--- src/rtl/rv32i_io_pkg.sv ---
// Shared types and sizes for the RV32I IO bus controller.
package rv32i_io_pkg;

    localparam int unsigned IO_SPACE_BIT       = 31;
    localparam int unsigned IO_ADDR_W          = IO_SPACE_BIT - 1;
    localparam int unsigned IO_BE_W            = 4;
    localparam int unsigned IO_DATA_W          = 32;
    localparam int unsigned IO_CNT_W           = 16;
    localparam int unsigned IO_TIMEOUT_DEFAULT = 255;

    typedef enum logic [1:0] {
        IDLE = 2'd0,
        REQ  = 2'd1,
        DONE = 2'd2
    } io_state_t;

    typedef struct packed {
        logic                 we;
        logic [IO_ADDR_W-1:0] addr;
        logic [IO_BE_W-1:0]   be;
        logic [IO_DATA_W-1:0] wdata;
    } io_bus_req_t;

endpackage

--- src/rtl/rv32i_io_timeout.sv ---
// REQ-phase watchdog: clears on request acceptance, counts REQ cycles, flags the last allowed one.
module rv32i_io_timeout
    import rv32i_io_pkg::*;
#(
    parameter int unsigned TIMEOUT_CYCLES = IO_TIMEOUT_DEFAULT
) (
    input  logic clk,
    input  logic reset,
    input  logic clr,
    input  logic en,
    output logic tc_c
);

    logic [IO_CNT_W-1:0] cnt_q;
    logic [IO_CNT_W-1:0] cnt_d;

    always_comb begin
        cnt_d = cnt_q;
        if (clr) begin
            cnt_d = '0;
        end else if (en) begin
            cnt_d = cnt_q + IO_CNT_W'(1);
        end
    end

    always_ff @(posedge clk or posedge reset) begin
        if (reset) begin
            cnt_q <= '0;
        end else begin
            cnt_q <= cnt_d;
        end
    end

    assign tc_c = en && (cnt_q == IO_CNT_W'(TIMEOUT_CYCLES - 1));

endmodule

--- src/rtl/rv32i_io_bus_ctrl.sv ---
// Sequences memory-stage IO accesses onto a handshaked IO bus, stalling until ack.
// Optional REQ timeout abort is enabled by defining IO_TIMEOUT_EN.
module rv32i_io_bus_ctrl
    import rv32i_io_pkg::*;
#(
    parameter int unsigned TIMEOUT_CYCLES = IO_TIMEOUT_DEFAULT
) (
    input  logic                 clk,
    input  logic                 reset,
    input  logic                 io_rd,
    input  logic                 io_we,
    input  logic [IO_ADDR_W-1:0] io_addr,
    input  logic [IO_BE_W-1:0]   io_be,
    input  logic [IO_DATA_W-1:0] io_wdata,
    output logic                 io_stall,
    output logic [IO_DATA_W-1:0] io_rdata,
    output logic                 io_err,
    output logic                 bus_req,
    output logic                 bus_we,
    output logic [IO_ADDR_W-1:0] bus_addr,
    output logic [IO_BE_W-1:0]   bus_be,
    output logic [IO_DATA_W-1:0] bus_wdata,
    input  logic                 bus_ack,
    input  logic [IO_DATA_W-1:0] bus_rdata
);

    if (TIMEOUT_CYCLES < 1 || TIMEOUT_CYCLES > 65535) begin : g_bad_timeout
        $error("TIMEOUT_CYCLES must be in 1..65535");
    end

    io_state_t            state_q, state_d;
    io_bus_req_t          bus_q, bus_d;
    logic                 bus_req_q, bus_req_d;
    logic [IO_DATA_W-1:0] io_rdata_q, io_rdata_d;
    logic                 io_err_q, io_err_d;
    logic                 req_c;
    logic                 timeout_c;

    assign req_c = io_rd || io_we;

`ifdef IO_TIMEOUT_EN
    rv32i_io_timeout #(
        .TIMEOUT_CYCLES(TIMEOUT_CYCLES)
    ) u_timeout (
        .clk   (clk),
        .reset (reset),
        .clr   ((state_q == IDLE) && req_c),
        .en    (state_q == REQ),
        .tc_c  (timeout_c)
    );
`else
    assign timeout_c = 1'b0;
`endif

    // Next-state and registered-output logic; ack only matters in REQ.
    always_comb begin
        state_d    = state_q;
        bus_d      = bus_q;
        bus_req_d  = 1'b0;
        io_rdata_d = io_rdata_q;
        io_err_d   = io_err_q;
        case (state_q)
            IDLE: begin
                if (req_c) begin
                    bus_d.we    = io_we;
                    bus_d.addr  = io_addr;
                    bus_d.be    = io_be;
                    bus_d.wdata = io_wdata;
                    io_err_d    = 1'b0;
                    bus_req_d   = 1'b1;
                    state_d     = REQ;
                end
            end
            REQ: begin
                bus_req_d = 1'b1;
                if (bus_ack) begin
                    if (!bus_q.we) begin
                        io_rdata_d = bus_rdata;
                    end
                    io_err_d  = 1'b0;
                    bus_req_d = 1'b0;
                    state_d   = DONE;
                end else if (timeout_c) begin
                    io_rdata_d = '0;
                    io_err_d   = 1'b1;
                    bus_req_d  = 1'b0;
                    state_d    = DONE;
                end
            end
            DONE: begin
                state_d = IDLE;
            end
            default: begin
                state_d = IDLE;
            end
        endcase
    end

    always_ff @(posedge clk or posedge reset) begin
        if (reset) begin
            state_q    <= IDLE;
            bus_q      <= '0;
            bus_req_q  <= 1'b0;
            io_rdata_q <= '0;
            io_err_q   <= 1'b0;
        end else begin
            state_q    <= state_d;
            bus_q      <= bus_d;
            bus_req_q  <= bus_req_d;
            io_rdata_q <= io_rdata_d;
            io_err_q   <= io_err_d;
        end
    end

    // Reset gates the stall so an aborted access releases the pipeline at once.
    assign io_stall  = !reset && (((state_q == IDLE) && req_c) || (state_q == REQ));
    assign io_rdata  = io_rdata_q;
    assign io_err    = io_err_q;
    assign bus_req   = bus_req_q;
    assign bus_we    = bus_q.we;
    assign bus_addr  = bus_q.addr;
    assign bus_be    = bus_q.be;
    assign bus_wdata = bus_q.wdata;

endmodule

--- config.mk ---
export PLATFORM = sky130hd
export DESIGN_NAME = rv32i_io_bus_ctrl
export DESIGN_NICKNAME = d
export VERILOG_FILES = /design/src/rtl/rv32i_io_pkg.sv /design/src/rtl/rv32i_io_timeout.sv /design/src/rtl/rv32i_io_bus_ctrl.sv
export SDC_FILE = /design/constraint.sdc
export NUM_CORES = 1
export LEC_CHECK = 0
export CORE_MARGIN = 2
export CORE_UTILIZATION = 30
export DETAILED_ROUTE_END_ITERATION = 10
export MAX_ROUTING_LAYER = met4
export PLACE_DENSITY = 0.73
export SLEW_MARGIN = 15
export SYNTH_ARGS = -nofsm -noshare
export SYNTH_HDL_FRONTEND = slang
export SYNTH_SLANG_ARGS = --single-unit
--- constraint.sdc ---
create_clock -name clk -period 3.85 [get_ports clk]
set_input_delay 0.5775 -clock clk [delete_from_list [all_inputs] [get_ports clk]]
set_output_delay 0.5775 -clock clk [all_outputs]
set_load 0.05 [all_outputs]
==> flow_metrics.tcl, run 1 <==
set metrics [dict create \
    p_sw_frac 0.463 \
    rows 42 \
    synth_xor_area_frac 0 \
    fin_skew_ns 0.00770 \
    min_from "io_rdata[20]" \
    yosys.area_share.adder 0 \
    clk_latency_ns 0.34 \
    n_fill_cell 1116 \
    startpoint_type "input port" \
    seq_power_share 0.281 \
    fin_util 0.494 \
    grt_pass1_vias 2979 \
    yosys_warnings 0 \
    cp-end-kind "primary output" \
    dp_hpwl_um 6750 \
    yosys.area.top_type_share 0.642 \
    die_area_um2 14200 \
    ctsHoldBuffers 0 \
    core_um2 13100 \
    layout_commonest_cell "clkdlybuf4s50_1" \
    crit_arrival_ns 2.18 \
    hold_path.class "register to register" \
    grt_pass1_wl_um 14800 \
    avgViaCountPerCell 4.31 \
    grt_usage 0.137 \
    overflow 0 \
    die_w_um 119 \
    drive_gt1_frac 0.269 \
    yosys.area_share.simple 0.00881 \
    syn_area_per_cell_um2 17.8 \
    power.total_uw 6750 \
    worst_slack_ns 1.09 \
    final.setup.tns_ns 0 \
    ys_seq_area_frac 0.642 \
    cts_resized 0 \
    period_share 0.716 \
    syn_area_um2 3980 \
    first_pass_iters 4 \
    drt_iter0_drc 115 \
    crit_required_ns 3.27 \
    antenna_cells 0 \
    slew_viol_final 0 \
    portBuffers 203 \
    gp_congestion 0.705 \
    crit_type "input port to primary output" \
    startpoint "io_we" \
    max-vdd-ir-drop_mv 0.463 \
    grt_max_degree 93 \
    clockPowerShare 0.126 \
    initial_core_util 0.304 \
    h-tree-depth 3 \
    cts_sinks 102 \
    yosysTopAreaCell "dfrtp_1" \
    dr_total_vias 2635 \
    p_int_uw 3620 \
    multiInputGateArea_um2 1340 \
    antenna_found_initial 0 \
    pre_cts_slack_ns 1.10 \
    min_period_ns 2.76 \
    synth_top_family_by_area "multiplexers" \
    critPathMaxFanout 3 \
    ys_top_cells_by_area "dfrtp_1 64%, mux2_2 16%, mux2_4 15%" \
    synth.area.mux_share 0.315 \
    status "completed" \
    die_h_um 119 \
    cap_viol_max_count 0 \
    numCtsBuffers 9 \
    drc 0 \
    max_freq_mhz 363 \
    cts_root_buffer "clkbuf_16" \
    slowest_delay_ns 0.71 \
    seq_area_um2 2550 \
    wl_per_cell_um 15.3 \
    cp_slowest_cell "clkdlybuf4s50_1" \
    power_leakage_uw 0.00270 \
    cts_tree "done" \
    path_clk_slew_ns 0.06 \
    synth_seq_cells 102 \
    totalWireLength_um 9350 \
    combPwrFrac 0.593 \
    postCtsSetupRepairBufs 0 \
    final_net_count 534 \
    synth_cells 224 \
    p_sw_uw 3120 \
    ant_nets 0 \
    syn_nets 327 \
    pwr_density_cell_nw_per_um2 1040 \
    final_cell_mix "203 x clkdlybuf4s50_1, 102 x dfrtp_1, 56 x mux2_2, 40 x mux2_4, 9 x clkbuf_16" \
    rsz0062_at_grt "false" \
    tightest_slew_ns 0.825 \
    path_cells "clkdlybuf4s50_1 > nor3_1 > nor3_1 > clkdlybuf4s50_1" \
    slew_headroom 0.450 \
    syn2layout_area_growth_pct 62.7 \
    r2r_start "state_q[1]" \
    finalSetupViolCount 0 \
    hold_viol 0 \
    synth_compound_area_frac 0.00787 \
    ys_types 16 \
    num_io_pins 205 \
    clk_path_buf_depth 2 \
]
==> synth_stat cells (all sizes together) <==
cell and instances:
dfrtp 102, mux2 98, buf 11, nor3 3, a211oi 2, nand2 2
nor2 2, a22o 1, conb 1, inv 1, o21a 1
==> final cells by class <==
type / instances / area share
tap: 176 / 0.0340
inverter: 1 / 0.00135
sequential: 102 / 0.395
timing repair buffer: 207 / 0.321
clock buffer: 12 / 0.0396
multi-input combinational: 110 / 0.207
clock inverter: 3 / 0.00309
==> flip-flops by register name (all words and copies together) (netlist names) <==
signal     flops
bus_be         4
bus_addr      30
bus_we         1
io_rdata      32
bus_wdata     32
state_q        2
bus_req        1
==> worst paths after layout <==
kind	end	slack, ns	cells past startpoint
max	io_stall	1.09	4
min	io_rdata[20]	0.49	1
max reg2reg	bus_wdata[0]	1.74	4
min reg2reg	io_rdata[20]	0.49	1
max in group asynchronous	bus_wdata[19]	2.33	3
min in group asynchronous	state_q[0]	0.81	2
==> per-layer routing <==
| layer | part of all wire | track usage | vias to the layer above |
|---|---|---|---|
| met1 | 0.40 | 0.154 | 1300 |
| met2 | 0.50 | 0.220 | 119 |
| met4 | 0.026 | 0.0484 | 0 |
| li1 | - | - | 1197 |
| met5 | 0 | - | - |
| met3 | 0.076 | 0.0594 | 19 |
==> power by group through the flow <==
stage               Sequential, uW  Clock, uW  Combinational, uW
floorplan                     3750          0                821
global placement              1890          0               3990
detailed placement            1910          0               4030
CTS                           1910        879               4040
global route                  1960        924               4130
finish                        1900        848               4000
==> critical path: cells and delay by family <==
family | cells | cell delay, ns
and+or+nand+nor | 2 | 0.43
buffers and inverters | 2 | 1.17
==> per-stage QoR <==
| step | area (um^2) | hold slack, ns | std cells |
|---|---|---|---|
| global placement | 6190 | 0.468 | 596 |
| global route | 6470 | 0.520 | 611 |
| floorplan | 3980 | 0.497 | 224 |
| CTS | 6470 | 0.499 | 611 |
| detailed placement | 6190 | 0.483 | 596 |
| finish | 6470 | 0.492 | 611 |
==> kinds of logic after synthesis <==
| kind of cell | count (synthesis) |
|---|---|
| flops | 102 |
| mux | 98 |
| buf+inv | 12 |
| simple gates | 7 |
| compound gates | 4 |
| other cells | 1 |
(Power assumes the default switching activity.)
==> inputs of run 2 (changes only) <==
==> constraint.sdc (replaced) <==
create_clock -name clk -period 2.7 [get_ports clk]
set_input_delay 0.405 -clock clk [delete_from_list [all_inputs] [get_ports clk]]
set_output_delay 0.405 -clock clk [all_outputs]
set_load 0.05 [all_outputs]
==> flow_metrics.tcl, run 2 (synthesis results as in run 1) <==
set metrics [dict create \
    dp_hpwl_um 6990 \
    die_area_um2 14200 \
    drc 0 \
    dr_total_vias 2625 \
    cts_tree "done" \
    pre_cts_slack_ns 0.503 \
    design_area_um2 6520 \
    r2r_cells 4 \
    seq_area_um2 2550 \
    slew_viol_final 0 \
    clk_path_buf_depth 2 \
    seq_power_share 0.278 \
    layout_commonest_cell "clkdlybuf4s50_1" \
    cp-end-kind "primary output" \
    overflow 0 \
    multiInputGateArea_um2 1340 \
    crit_arrival_ns 1.61 \
    fin_cells 613 \
    rrSetupSlack_ns 0.84 \
    num_io_pins 205 \
    cts_sinks 102 \
    slew_headroom 0.628 \
    worst_slack_ns 0.689 \
    slowest_delay_ns 0.85 \
    cap_viol_max_count 0 \
    h-tree-depth 3 \
    p_sw_uw 4450 \
    totalWireLength_um 9390 \
    final_cell_mix "202 x clkdlybuf4s50_1, 102 x dfrtp_1, 56 x mux2_2, 40 x mux2_4, 9 x clkbuf_16" \
    cts_resized 0 \
    dpl_cell_area_um2 6220 \
    die_w_um 119 \
    status "completed" \
    period_share 0.745 \
    combPwrFrac 0.587 \
    dp_cells 597 \
    cts_root_buffer "clkbuf_16" \
    clk_latency_ns 0.34 \
    antenna_cells 0 \
    timing.rr.end "bus_addr[7]" \
    drt_iter0_drc 92 \
    crit_type "register to primary output" \
    core_um2 13100 \
    rsz0062_at_grt "false" \
    finalSetupViolCount 0 \
    startpoint "bus_we" \
    die_h_um 119 \
    path_cells "clkdlybuf4s50_1" \
    critPathBufInv 1 \
    startpoint_type "register" \
    postCtsSetupRepairBufs 0 \
    cp_slowest_cell "clkdlybuf4s50_1" \
    hold_viol 0 \
    pwr_density_cell_nw_per_um2 1490 \
    clockPowerShare 0.134 \
    critPathMaxFanout 3 \
    p_int_uw 5270 \
    hold_path.class "input port to asynchronous set/reset pin" \
    power_leakage_uw 0.00273 \
    final_net_count 535 \
    max-vdd-ir-drop_mv 0.690 \
    gp_congestion 0.711 \
    min_period_ns 2.01 \
    grt_pass1_vias 2849 \
    r2r_start "state_q[1]" \
    final.setup.tns_ns 0 \
    numCtsBuffers 9 \
    ctsHoldBuffers 0 \
    syn2layout_area_growth_pct 64.1 \
    p_sw_frac 0.458 \
    ant_nets 0 \
    tightest_slew_ns 0.556 \
    drive_gt1_frac 0.275 \
    grt_pass1_wl_um 14700 \
    fin_skew_ns 0.00499 \
    max_freq_mhz 497 \
    antenna_found_initial 0 \
    wl_per_cell_um 15.3 \
    initial_core_util 0.304 \
    crit_family "buffers and inverters" \
    grt_usage 0.137 \
    path_clk_slew_ns 0.07 \
    rows 42 \
    portBuffers 203 \
    avgViaCountPerCell 4.28 \
    grt_max_degree 54 \
    n_fill_cell 1107 \
    first_pass_iters 2 \
    crit_required_ns 2.30 \
]
run 2: per-stage QoR:
stage | utilization | total power, uW | hold WS [ns]
3_5_place_dp | 0.476 | 8470 | 0.476
5_1_grt | 0.499 | 10100 | 0.511
3_3_place_gp | 0.476 | 8380 | 0.467
2_1_floorplan | - | 6510 | 0.497
4_1_cts | 0.499 | 9820 | 0.487
6_report | 0.499 | 9720 | 0.485
run 2: power by group through the flow:
stage	sequential, uW	combinational (uW)	clock (uW)
after detailed placement	2730	5740	0
after global routing	2810	5900	1420
final	2700	5710	1310
after global placement	2700	5690	0
after floorplan	5340	1170	0
after CTS	2710	5760	1350
run 2: worst max-delay path by stage:
stage | end | slack (ns) | cells after the start
2_1_floorplan | io_stall | 0.77 | 1
3_3_place_gp | io_rdata[8] | 0.56 | 5
3_5_place_dp | io_rdata[8] | 0.50 | 5
4_1_cts | bus_we | 0.65 | 1
5_1_grt | bus_we | 0.62 | 1
6_report | bus_we | 0.69 | 1
run 2: area by class of cell:
class / count / share of cell area
inverters: 1 / 0.00115
well taps: 176 / 0.0338
clock inverters: 4 / 0.00690
flip-flops and latches: 102 / 0.391
clock buffers: 12 / 0.0393
repair buffers: 208 / 0.323
multi-input cells: 110 / 0.205
run 2: metal layers:
metal | part of all wire | vias to the layer above | global-route usage | wire, um
met5 | 0 | - | - | 0
met4 | 0.0095 | 0 | 0.0536 | 89
li1 | - | 1201 | - | -
met2 | 0.49 | 124 | 0.221 | 4630
met1 | 0.42 | 1292 | 0.160 | 3960
met3 | 0.076 | 8 | 0.0426 | 713
==> inputs of run 3 (changes only) <==
==> constraint.sdc (replaced) <==
create_clock -name clk -period 1.9 [get_ports clk]
set_input_delay 0.285 -clock clk [delete_from_list [all_inputs] [get_ports clk]]
set_output_delay 0.285 -clock clk [all_outputs]
set_load 0.05 [all_outputs]
==> flow_metrics.tcl, run 3 (synthesis results as in run 1) <==
set metrics [dict create \
    grtUsageMet2 0.233 \
    max_freq_mhz 550 \
    layout_commonest_cell "clkdlybuf4s50_1" \
    drt_iter0_drc 104 \
    initial_core_util 0.304 \
    max-vdd-ir-drop_mv 1.09 \
    die_area_um2 14200 \
    r2r_cells 4 \
    clk_path_buf_depth 2 \
    whs_ns 0.421 \
    grt_pass1_vias 2983 \
    slowest_delay_ns 0.83 \
    cts_root_buffer "clkbuf_16" \
    crit_family "buffers and inverters" \
    die_h_um 119 \
    ant_nets 0 \
    fin_skew_ns 0.00569 \
    cp-end-kind "primary output" \
    gp_congestion 0.716 \
    dp_hpwl_um 7180 \
    core_um2 13100 \
    cap_viol_max_count 0 \
    critPathBufInv 1 \
    gr-usage-met3 0.0321 \
    hold_path.class "input port to asynchronous set/reset pin" \
    grt_usage 0.144 \
    busiest_layer "met2" \
    rsz0062_at_grt "false" \
    postCtsSetupRepairBufs 0 \
    grt_pass1_wl_um 15500 \
    startpoint_type "register" \
    min_period_ns 1.82 \
    syn2layout_area_growth_pct 65.8 \
    ctsHoldBuffers 0 \
    wl_per_cell_um 15.4 \
    cts_sinks 102 \
    design_area_um2 6590 \
    rows 42 \
    totalWireLength_um 9560 \
    crit_type "register to primary output" \
    path_clk_slew_ns 0.07 \
    hold_viol 0 \
    first_pass_iters 4 \
    critPathMaxFanout 2 \
    final_cell_mix "200 x clkdlybuf4s50_1, 102 x dfrtp_1, 56 x mux2_2, 40 x mux2_4, 9 x clkbuf_16" \
    tightest_slew_ns 0.525 \
    portBuffers 203 \
    slew_headroom 0.649 \
    cts_tree "done" \
    fin_util 0.504 \
    crit_arrival_ns 1.53 \
    pwr_density_cell_nw_per_um2 2100 \
    path_cells "clkdlybuf4s50_1" \
    die_w_um 119 \
    crit_required_ns 1.62 \
    power_leakage_uw 0.00277 \
    clk_latency_ns 0.34 \
    num_io_pins 205 \
    overflow 0 \
    cp.depth 1 \
    slew_viol_final 0 \
    cts_resized 0 \
    finalSetupViolCount 0 \
    period_share 0.957 \
    antenna_cells 0 \
    dpl_cell_area_um2 6300 \
    met1_usage 0.172 \
    numCtsBuffers 9 \
    final_net_count 541 \
    h-tree-depth 3 \
    antenna_found_initial 0 \
    final.setup.tns_ns 0 \
    drc 0 \
    avgViaCountPerCell 4.35 \
    status "completed" \
    cp_slowest_cell "clkdlybuf4s50_1" \
    grt_max_degree 54 \
    dr_total_vias 2693 \
    drive_gt1_frac 0.284 \
]
[run 3: changes by cell type in the layout (fill, tap and decap cells not counted), sizes merged]
cell / before / now
clkdlybuf4s50: 202 / 200
clkinv: 3 / 2
clkbuf: 12 / 13
buf: 6 / 14
[run 3: power breakdown]
part | total, uW | internal, uW | switching [uW] | leakage (uW)
Clock | 1810 | 1060 | 754 | 0.000144
Sequential | 3870 | 3250 | 619 | 0.00120
Combinational | 8170 | 3210 | 4960 | 0.00143
[run 3: worst paths after layout]
check / startpoint / endpoint / slack (ns)
min in group clk: io_rdata[27] / io_rdata[27] / 0.50
setup reg to reg: state_q[0] / bus_addr[27] / 0.25
hold reg to reg: io_rdata[27] / io_rdata[27] / 0.50
hold / removal: reset / bus_req / 0.42
setup / recovery: bus_addr[29] / bus_addr[29] / 0.08
max in group asynchronous: reset / bus_addr[16] / 1.22
[run 3: per-stage QoR]
stage          total power, uW  instances  worst slack, ns
6_report                 13900        619           0.0819
5_1_grt                  14500        619           0.0313
4_1_cts                  14000        619           0.0573
3_5_place_dp             12100        603           0.0782
3_3_place_gp             12000        603            0.110
2_1_floorplan             9260        224           0.0935
[run 3: routing by layer]
metal / vias to the layer above / wire (um)
li1: 1222 / -
met1: 1331 / 4020
met5: - / 0
met3: 15 / 605
met2: 125 / 4720
met4: 0 / 210
[run 3: cell type report]
type                       count  area, um^2
fill                        1091        6490
sequential                   102        2550
timing repair buffer         214        2180
multi-input combinational    110        1340
clock buffer                  13         250
tap                          176         220
clock inverter                 3        43.8
inverter                       1        7.51
